==> src/rtl/cnt_sched_pkg.sv <==
// Shared types and default sizing for the count scheduler.
package cnt_sched_pkg;

  localparam int unsigned NREQ_DEF  = 4;
  localparam int unsigned WIDTH_DEF = 8;

  typedef enum logic [1:0] {
    IDLE = 2'd0,
    LOAD = 2'd1,
    RUN  = 2'd2,
    DONE = 2'd3
  } state_t;

endpackage

==> src/rtl/tick_counter.sv <==
// Shared run-length counter: synchronous clear, enable-gated increment.
module tick_counter
  import cnt_sched_pkg::*;
#(
  parameter int unsigned WIDTH = WIDTH_DEF
) (
  input  logic             clk,
  input  logic             reset,
  input  logic             clr,
  input  logic             en,
  output logic [WIDTH-1:0] count
);

  // Clear wins over increment; the owner guarantees en never asks for a wrap.
  always_ff @(posedge clk or posedge reset) begin
    if (reset) begin
      count <= '0;
    end else if (clr) begin
      count <= '0;
    end else if (en) begin
      count <= count + WIDTH'(1);
    end
  end

endmodule

==> src/rtl/count_scheduler.sv <==
// Round-robin arbiter that lends one shared counter to a requester for a
// latched number of cycles, then pulses done (qualified by aborted).
module count_scheduler
  import cnt_sched_pkg::*;
#(
  parameter int unsigned NREQ  = NREQ_DEF,
  parameter int unsigned WIDTH = WIDTH_DEF
) (
  input  logic                  clk,
  input  logic                  reset,
  input  logic [NREQ-1:0]       req,
  input  logic [NREQ*WIDTH-1:0] len,
  output logic [NREQ-1:0]       gnt,
  output logic                  busy,
  output logic [NREQ-1:0]       done,
  output logic                  aborted,
  output logic [WIDTH-1:0]      count
);

  localparam int unsigned IDX_W = (NREQ > 1) ? $clog2(NREQ) : 1;

  state_t           state, state_next;
  logic [NREQ-1:0]  gnt_next, done_next;
  logic             busy_next, aborted_next;
  logic [WIDTH-1:0] limit, limit_next;
  logic [IDX_W-1:0] winner, winner_next;
  logic [IDX_W-1:0] ptr, ptr_next;
  logic [IDX_W-1:0] pick;
  logic             clr, en;

  // First asserted request after the last winner, wrapping at NREQ.
  function automatic logic [IDX_W-1:0] rr_pick(input logic [NREQ-1:0] r,
                                               input logic [IDX_W-1:0] p);
    logic [IDX_W-1:0] sel;
    logic             found;
    int unsigned      j;
    sel   = p;
    found = 1'b0;
    for (int unsigned k = 1; k <= NREQ; k++) begin
      j = (32'(p) + k) % NREQ;
      if (!found && r[j]) begin
        sel   = IDX_W'(j);
        found = 1'b1;
      end
    end
    return sel;
  endfunction

  function automatic logic [NREQ-1:0] onehot(input logic [IDX_W-1:0] i);
    return NREQ'(1) << i;
  endfunction

  tick_counter #(.WIDTH(WIDTH)) u_counter (
    .clk   (clk),
    .reset (reset),
    .clr   (clr),
    .en    (en),
    .count (count)
  );

  // State and all registered outputs; reset leaves ptr so requester 0 wins first.
  always_ff @(posedge clk or posedge reset) begin
    if (reset) begin
      state   <= IDLE;
      gnt     <= '0;
      done    <= '0;
      aborted <= 1'b0;
      busy    <= 1'b0;
      limit   <= '0;
      winner  <= '0;
      ptr     <= IDX_W'(NREQ - 1);
    end else begin
      state   <= state_next;
      gnt     <= gnt_next;
      done    <= done_next;
      aborted <= aborted_next;
      busy    <= busy_next;
      limit   <= limit_next;
      winner  <= winner_next;
      ptr     <= ptr_next;
    end
  end

  // Next state, next registered outputs and counter controls.
  always_comb begin
    state_next   = state;
    gnt_next     = gnt;
    done_next    = '0;
    aborted_next = 1'b0;
    limit_next   = limit;
    winner_next  = winner;
    ptr_next     = ptr;
    clr          = 1'b0;
    en           = 1'b0;
    pick         = rr_pick(req, ptr);

    case (state)
      IDLE: begin
        gnt_next = '0;
        if (|req) begin
          winner_next = pick;
          gnt_next    = onehot(pick);
          for (int unsigned i = 0; i < NREQ; i++) begin
            if (pick == IDX_W'(i)) limit_next = len[i*WIDTH +: WIDTH];
          end
          state_next = LOAD;
        end
      end
      LOAD: begin
        clr = 1'b1;
        // A zero-length run is complete on arrival, so it is never an abort.
        if (limit == '0) begin
          state_next = DONE;
          done_next  = onehot(winner);
        end else if (!req[winner]) begin
          state_next   = DONE;
          done_next    = onehot(winner);
          aborted_next = 1'b1;
        end else begin
          state_next = RUN;
        end
      end
      RUN: begin
        // Reaching the last count takes priority over a simultaneous drop.
        if (count == limit - WIDTH'(1)) begin
          state_next = DONE;
          done_next  = onehot(winner);
        end else if (!req[winner]) begin
          state_next   = DONE;
          done_next    = onehot(winner);
          aborted_next = 1'b1;
        end else begin
          en = 1'b1;
        end
      end
      DONE: begin
        state_next = IDLE;
        gnt_next   = '0;
        ptr_next   = winner;
      end
      default: begin
        state_next = IDLE;
        gnt_next   = '0;
      end
    endcase

    busy_next = (state_next != IDLE);
  end

endmodule
==> config.mk <==
export PLATFORM = sky130hd
export DESIGN_NAME = count_scheduler
export DESIGN_NICKNAME = d
export VERILOG_FILES = /design/src/rtl/cnt_sched_pkg.sv /design/src/rtl/tick_counter.sv /design/src/rtl/count_scheduler.sv
export SDC_FILE = /design/constraint.sdc
export NUM_CORES = 1
export LEC_CHECK = 0
export CAP_MARGIN = 10
export CORE_MARGIN = 5
export CORE_UTILIZATION = 50
export DETAILED_ROUTE_END_ITERATION = 7
export PLACE_DENSITY = 0.88
export SYNTH_ARGS = -nofsm -noshare
export SYNTH_HDL_FRONTEND = slang
export SYNTH_SLANG_ARGS = --single-unit
==> constraint.sdc <==
create_clock -name clk -period 5.5 [get_ports clk]
set_clock_uncertainty 0.15 [all_clocks]
set_input_delay 0.825 -clock clk [delete_from_list [all_inputs] [get_ports clk]]
set_output_delay 0.825 -clock clk [all_outputs]
set_load 0.03 [all_outputs]
# == After elaboration in Yosys (flattened, before gate mapping) ==
# Cells that the tools add are included.
# op_classes
add_sub_neg,6
order_cmp,5
eq_ne,7
shift,2
n_mux,43
n_reduce_logical,16
# ops
operator,n
two-way mux 8 bit,6
two-way mux 1 bit,17
two-way mux 4 bit,4
case mux 4 bit (2 select lines),2
"< comparator 2 x 3 -> 1 bit, second input constant",5
two-way mux 2 bit,7
binary-select mux 1 bit (select 2 bit),5
"adder 8 x 1 -> 8 bit, second input constant",1
"equality test 2 bit, second input constant",4
equality test 8 bit,1
zero test 8 bit,1
case mux 2 bit (4 select lines),1
"left shift 1 x 2 -> 4 bit, first input constant",2
"subtractor 8 x 1 -> 8 bit, second input constant",1
nonzero test 2 bit,3
"adder 2 x 1 -> 2 bit, second input constant",2
"adder 2 bit, second input constant",2
"equality test 2 x 1 -> 1 bit, second input constant",2
zero test 2 bit,2
nonzero test 4 bit,1
OR reduction 4 bit,1
logical AND 1 bit,3
zero test 1 bit,3
AND reduction 3 bit,1
other kinds (2),2
# word_totals
reg_bits,32
input_bits,38
out_inout_bits,18
elab_cells,88

# == Logic depth before layout (Yosys ltp) ==
# Gate-level depths: netlist of the first run.
# depth
word_depth,18
ltp_mapped,9
mapped_depth_nobuf,8

# == Hierarchy ==
# A second synthesis of the first run with hierarchy kept.
# hier_totals
cells_unflattened,210
hier_area_um2,2072.0
# modules_own_cells
module,instances,cells_per_inst,area_per_inst_um2,seq_area_each_um2
count_scheduler,1,172,1671.6,603.1
tick_counter,1,38,400.4,200.2

# == Worst setup path before layout of the first run ==
# Ideal clock, no wire load.
# synth_path
path_kind,register to register
from,reg limit[2]
to,reg u_counter.count[1]
arrival_time_ns,2.050
setup_slack_ns,3.168
stages_incl_launch_ff,8
n_path_buf,1
cell_sequence,dfrtp_1 or4_1 nor4_1 nor4_2 o41ai_4 buf_6 mux2i_1 nor2_1
# synth_via
elab_chain_cells,5
# synth_lines
item,line_no,rtl
"start, declared",count_scheduler.sv:25,"logic [WIDTH-1:0] limit, limit_next;"
"start signal, assigned",count_scheduler.sv:78,limit <= limit_next;
subtractor 8 x 1 -> 8 bit,count_scheduler.sv:125,if (count == limit - WIDTH'(1)) begin
equality test 8 bit,count_scheduler.sv:125,
two-way mux 1 bit,count_scheduler.sv:125,
two-way mux 1 bit,count_scheduler.sv:97,case (state)
nonzero test 2 bit (no source line),n/a,
"end signal, assigned",tick_counter.sv:21,count <= count + WIDTH'(1);
"end, declared",tick_counter.sv:11,output logic [WIDTH-1:0] count
# No other way between the ends.
# A chain may end at the register's enable or synchronous reset.

# == Worst setup path after layout of the first run ==
# layout_path
from,in req[1]
to,reg winner[1]
# layout_via
elab_chain_cells,12
# layout_lines
item,line_no,rtl
"start, declared",count_scheduler.sv:11,"input logic [NREQ-1:0] req,"
binary-select mux 1 bit (select 2 bit),count_scheduler.sv:41,if (!found && r[j]) begin
two-way mux 1 bit (implied by the code),count_scheduler.sv:41,
two-way mux 1 bit,count_scheduler.sv:41,
zero test 1 bit,count_scheduler.sv:41,
logical AND 1 bit,count_scheduler.sv:41,
two-way mux 1 bit,count_scheduler.sv:41,
zero test 1 bit,count_scheduler.sv:41,
logical AND 1 bit,count_scheduler.sv:41,
two-way mux 1 bit,count_scheduler.sv:41,
zero test 1 bit,count_scheduler.sv:41,
logical AND 1 bit,count_scheduler.sv:41,
two-way mux 2 bit,count_scheduler.sv:41,
"end signal, assigned",count_scheduler.sv:79,winner <= winner_next;
"end, declared",count_scheduler.sv:26,"logic [IDX_W-1:0] winner, winner_next;"
# Parallel ways exist; a longest one is shown, timed or not. The select of a mux whose other input is x is not followed.

==> results of run 1 <==
area by class of cell:
| cell class | count | share of cell area, % |
|---|---|---|
| Clock inverter | 1 | 0.184 |
| Tap cell | 50 | 2.31 |
| Timing Repair Buffer | 57 | 21.6 |
| Inverter | 7 | 0.968 |
| Clock buffer | 7 | 2.81 |
| Multi-Input combinational cell | 156 | 42.6 |
| Sequential cell | 32 | 29.6 |
cells in the final DEF, fill, tap and decap left out, drive strengths merged, types with 3 or more instances in the layout:
master,Yosys,final
xor2,7,7
mux2,10,10
nor3b,6,6
nor2,7,7
xnor2,4,4
inv,7,7
clkbuf,5,7
o21ai,16,16
nand3,5,5
ha,7,7
nor3,7,7
a22o,4,4
mux2i,18,18
nand2b,3,3
clkdlybuf4s50,0,55
a21oi,9,9
or4,4,4
dfrtp,30,30
or3,5,5
nand2,17,17
nor4,5,5
power groups by stage:
stage / Sequential, mW / Clock (mW) / Combinational, mW
global placement: 0.423 / 0 / 0.702
CTS: 0.422 / 0.175 / 0.730
floorplan: 0.448 / 0 / 0.518
finish: 0.424 / 0.171 / 0.730
global route: 0.439 / 0.183 / 0.806
detailed placement: 0.425 / 0 / 0.728
worst min-delay path by stage:
stage | end | slack (ns) | depth (start not counted)
after detailed placement | gnt[3] | 0.35 | 1
after global routing | gnt[1] | 0.39 | 1
after floorplan | limit[7] | 0.34 | 2
after global placement | gnt[0] | 0.35 | 1
final | gnt[2] | 0.37 | 1
after CTS | gnt[3] | 0.36 | 1
layer usage:
layer	global-route usage, %	vias to the layer above
met5	0	-
met4	6.64	0
met3	5.06	7
met2	28.8	55
met1	21.7	817
li1	-	853
through the flow:
| step | hold WS (ns) | setup WS [ns] | std cells | instance area (um2) | util, % |
|---|---|---|---|---|---|
| floorplan | 0.341 | 3.17 | 203 | 2020 | - |
| global placement | 0.345 | 2.56 | 301 | 2610 | 65.6 |
| detailed placement | 0.350 | 2.50 | 301 | 2610 | 65.6 |
| CTS | 0.365 | 2.81 | 309 | 2690 | 67.6 |
| global route | 0.389 | 2.59 | 310 | 2710 | 68.3 |
| finish | 0.369 | 2.80 | 310 | 2710 | 68.3 |
state kept, by name (all words and copies together), names as in the netlist:
| register | cells |
|---|---|
| busy | 1 |
| ptr | 2 |
| u_counter.count | 8 |
| aborted | 1 |
| gnt | 4 |
| state | 2 |
| limit | 8 |
| winner | 2 |
| done | 4 |
critical path, stage by stage:
cell and delay, ns:
clkdlybuf4s50_1 0.49, or4_1 0.59, nand2_1 0.43, mux2_2 0.39
kinds of logic (layout without fill, tap and decap cells):
group           Yosys count  count (layout)  share of synthesized area (%)
compound gates           39              39                           12.8
xor+xnor                 11              11                           4.76
fa+ha+maj                 7               7                           4.33
buf+inv                  15              72                           3.40
flops                    32              32                           39.7
mux                      29              29                           15.6
simple gates             70              70                           19.4
==> flow_summary_export.csv, run 1 <==
group,metric,value,unit
global_route,grt_use_total,17.5,%
timing,final_max_slew_viol_count,0,
setup_path,setup.worst_path.start,"req[1]",
clock_network,cts_resized,0,
floorplan,start_util,50.9,%
routing,wl_met3,302,um
setup_path,setup.worst_path.end_class,"register",
run_status,status,"complete, no violations",
routing,drt_wl_total,4.35,mm
setup_path,required,5.53,ns
routing,via_count,1732,
yosys,syn_area_per_cell,9.96,um2
routing,drc_errors,0,
power,power_density,488,nW/um2
min_path,min_path_type,"register to register",
routing,drt-met1-wl,1.81,mm
timing,setup_tns,0,ns
global_route,grt_max_degree,33,
timing,finalHoldViolCount,0,
routing,dr.pass1.iters,4,
finish,layout-drive-gt1-share,10.0,%
timing,worst_pin_slew,0.713,ns
global_route,grt-ovfl-total,0,
clock_network,cts.root.buffer_cell,"clkbuf_8",
setup_path,endpoint,"winner[1]",
clock_network,htreeDepth,2,
setup_path,arrival,2.73,ns
timing,fmax,370,MHz
yosys,synth_edf_count,0,
global_route,antenna_found_initial,0,
yosys,synth.area.top_cells,"dfrtp_1 (37%), mux2i_1 (8.9%), mux2_2 (5.6%)",
setup_path,r2r_start,"limit[0]",
finish,diodes,0,
timing,fin_crit_sh,49.2,%
yosys,async_flop_share,100,%
placement,place_congestion,0.885,
finish,regArea,803,um2
timing,rsz0062_at_grt,"no",
yosys,yosysWarnings,0,
power,p_total,1.33,mW
setup_path,cp-start-kind,"input port",
routing,dr_wl_met2,2.15,mm
setup_path,rr_worst_depth,8,
global_route,grt_pass1_vias,1656,
power,leakage,1.14,nW
timing,relSlewSlack,52.3,%
routing,drt_iter0_drc,62,
floorplan,row_count,23,
clock_network,cts_hold_repair.buffers,0,
power,ir_drop,0.000230,V
routing,wl_per_cell,14.0,um
clock_network,clkTransAtPathRegs,0.06,ns
power,p_sw,0.575,mW
clock_network,cts_setup_buffers,0,
finish,fin_nets,304,
floorplan,die-height,73.6,um
clock_network,cts-buffers-inserted,5,
setup_path,r2r_setup_slack,2.84,ns
timing,setup_viol,0,
clock_network,cts_sinks,32,
power,netSwitchingFraction,43.4,%
placement,io_buffers,55,
min_path,min-delay-start,"gnt[2]",
clock_network,insertion_delay,0.29,ns
finish,area_growth,34.2,%
clock_network,tritoncts,"built",
yosys,yosys.cell_types.count,45,
finish,multi_input_comb_area,1150,um2
yosys,yosys.area.top_type,"dfrtp_1",
routing,vias_per_cell,5.59,
yosys,netlist_area,2020,um2
floorplan,die-area,5420,um2
yosys,ys_ff_latch,32,
power,p_clk_share,12.9,%
yosys,synth_cells,203,
power,pwr-share-comb,55.1,%
clock_network,clk_path_buf_depth,2,
yosys,ys.flop_type,"dfrtp_1",
run,cap_violations,0,
placement,dp_hpwl,3.35,mm
floorplan,core_area,3970,um2
floorplan,io-pin-count,56,
power,seq_power_share,32.0,%
global_route,grt_pass1_wl,7.32,mm
floorplan,die_x,73.6,um
yosys,syn-num-nets,248,
setup_path,critPathMaxFanout,19,
setup_path,criticalPathCategory,"input port to register",
yosys,ys_seq_area_share,39.7,%
routing,top_layer_used,"met4",
yosys,netlist.area_leader.share,37.1,%
finish,fillCellCount,302,
timing,period_needed,2.70,ns
setup_path,timing.rr.end,"u_counter.count[7]",
routing,postRouteAntennaNets,0,
yosys,post-synth-top-count-cell,"dfrtp_1",
power,p_int,0.751,mW
yosys,ys_top_cells_by_count,"dfrtp_1 (30), mux2i_1 (18), nand2_1 (17), o21ai_0 (11), mux2_2 (10)",
No activity file was read; power rests on OpenSTA's default activity.
==> run 2: changes to the inputs <==
- CORE_UTILIZATION: 50 -> 48
- PLACE_DENSITY: 0.88 -> 0.85
- clock period: 5.5 -> 2.7 ns (I/O delays scaled with it)
==> flow_summary_export.csv, run 2 (synthesized netlist as in run 1, its figures left out) <==
group,metric,value,unit
run_status,status,"complete, no violations",
power,power_density,1030,nW/um2
finish,area_growth,36.8,%
floorplan,io-pin-count,56,
floorplan,die_x,74.9,um
setup_path,required,2.76,ns
floorplan,start_util,50.2,%
finish,layout-drive-gt1-share,12.1,%
floorplan,die-height,74.9,um
timing,fmax,386,MHz
power,ir_drop,0.000632,V
setup_path,criticalPathCategory,"register to register",
floorplan,core_area,4030,um2
global_route,grt_pass1_vias,1636,
setup_path,r2r_start,"limit[0]",
floorplan,row_count,23,
min_path,min_path_type,"input port to asynchronous set/reset pin",
placement,io_buffers,55,
global_route,grt_use_total,17.1,%
routing,via_count,1735,
run,cap_violations,0,
power,p_total,2.86,mW
timing,fin_crit_sh,95.9,%
clock_network,clk_path_buf_depth,2,
setup_path,critPathMaxFanout,14,
routing,wl_per_cell,14.3,um
global_route,grt-ovfl-total,0,
finish,fin_nets,308,
power,leakage,1.17,nW
timing,setup_tns,0,ns
floorplan,die-area,5610,um2
setup_path,setup.worst_path.end_class,"register",
timing,worst_pin_slew,0.509,ns
finish,fin_util,68.7,%
timing,holdWs,0.347,ns
routing,dr.pass1.iters,4,
clock_network,cts_sinks,32,
clock_network,cts_resized,0,
routing,vias_per_cell,5.53,
routing,postRouteAntennaNets,0,
global_route,grt_max_degree,33,
finish,final_common_cell,"clkdlybuf4s50_1",
timing,relSlewSlack,66.1,%
setup_path,cp-start-kind,"register",
timing,final_max_slew_viol_count,0,
setup_path,rr_worst_depth,8,
timing,worst_slack,0.111,ns
clock_network,cts_hold_repair.buffers,0,
setup_path,timing.rr.end,"u_counter.count[7]",
clock_network,tritoncts,"built",
clock_network,cts_setup_buffers,0,
timing,finalHoldViolCount,0,
setup_path,r2r_setup_slack,0.11,ns
routing,drt_wl_total,4.49,mm
finish,diodes,0,
clock_network,htreeDepth,2,
finish,largestRegisters,"limit x8, u_counter.count x8",
timing,rsz0062_at_grt,"no",
placement,place_congestion,0.879,
placement,dp_hpwl,3.53,mm
finish,layout_common_cells,"clkdlybuf4s50_1 (55), dfrtp_1 (30), mux2i_1 (18)",
global_route,grt_pass1_wl,7.33,mm
clock_network,cts-buffers-inserted,5,
timing,setup_viol,0,
clock_network,clkTransAtPathRegs,0.07,ns
clock_network,cts.root.buffer_cell,"clkbuf_8",
clock_network,insertion_delay,0.28,ns
placement,place_ws,0.0839,ns
global_route,antenna_found_initial,0,
timing,period_needed,2.59,ns
routing,drc_errors,0,
setup_path,arrival,2.64,ns
routing,drt_iter0_drc,85,
[run 2: cell types whose count changed in the layout (fill, tap and decap cells not counted), sizes merged]
cell / before / now
clkinvlp: 0 / 1
buf: 2 / 6
bufinv: 0 / 1
clkbuf: 7 / 5
[run 2: critical path, cell delays in order, from the launching register on]
cell,delay (ns)
dfrtp_1,0.38
buf_4,0.15
nor3_1,0.25
a221oi_1,0.16
nor4_2,0.49
o41ai_4,0.09
buf_4,0.19
or4_1,0.50
a21oi_1,0.14
[run 2: how the worst max path moves through the flow]
stage	from	endpoint	slack, ns	depth (start not counted)
2_1_floorplan	limit[2]	u_counter.count[1]	0.37	7
3_3_place_gp	req[1]	u_counter.count[7]	0.16	7
3_5_place_dp	req[1]	u_counter.count[7]	0.08	7
4_1_cts	limit[0]	u_counter.count[7]	0.09	8
5_1_grt	limit[0]	u_counter.count[7]	0.04	8
6_report	limit[0]	u_counter.count[7]	0.11	8
[run 2: stage by stage]
step | cell area (um2) | std cells
global placement | 2660 | 306
floorplan | 2020 | 203
finish | 2770 | 314
detailed placement | 2660 | 306
CTS | 2770 | 314
global route | 2770 | 314
[run 2: report_power, final]
part	internal [mW]	switching, mW	leakage, nW
clock	0.273	0.181	0.0541
sequential	0.658	0.197	0.410
combinational	0.734	0.819	0.703
[run 2: final cells by class]
cell class / count / area (um2)
fillers: 331 / 1260
multi-input cells: 156 / 1150
flip-flops and latches: 32 / 803
repair buffers: 61 / 608
clock buffers: 5 / 68.8
well taps: 50 / 62.6
clock inverters: 3 / 42.5
inverters: 7 / 26.3
[run 2: per-layer routing]
layer | wire [um] | track usage, % | part of all wire, %
met3 | 307 | 3.20 | 6.8
met4 | 77 | 7.11 | 1.7
met1 | 1910 | 21.5 | 43
met5 | 0 | 0 | 0
met2 | 2190 | 28.7 | 49
==> run 3: changes to the inputs <==
- TNS_END_PERCENT: unset -> 100
==> results of run 3 <==
Final layout, timing and power as in run 2 (identical DEF).
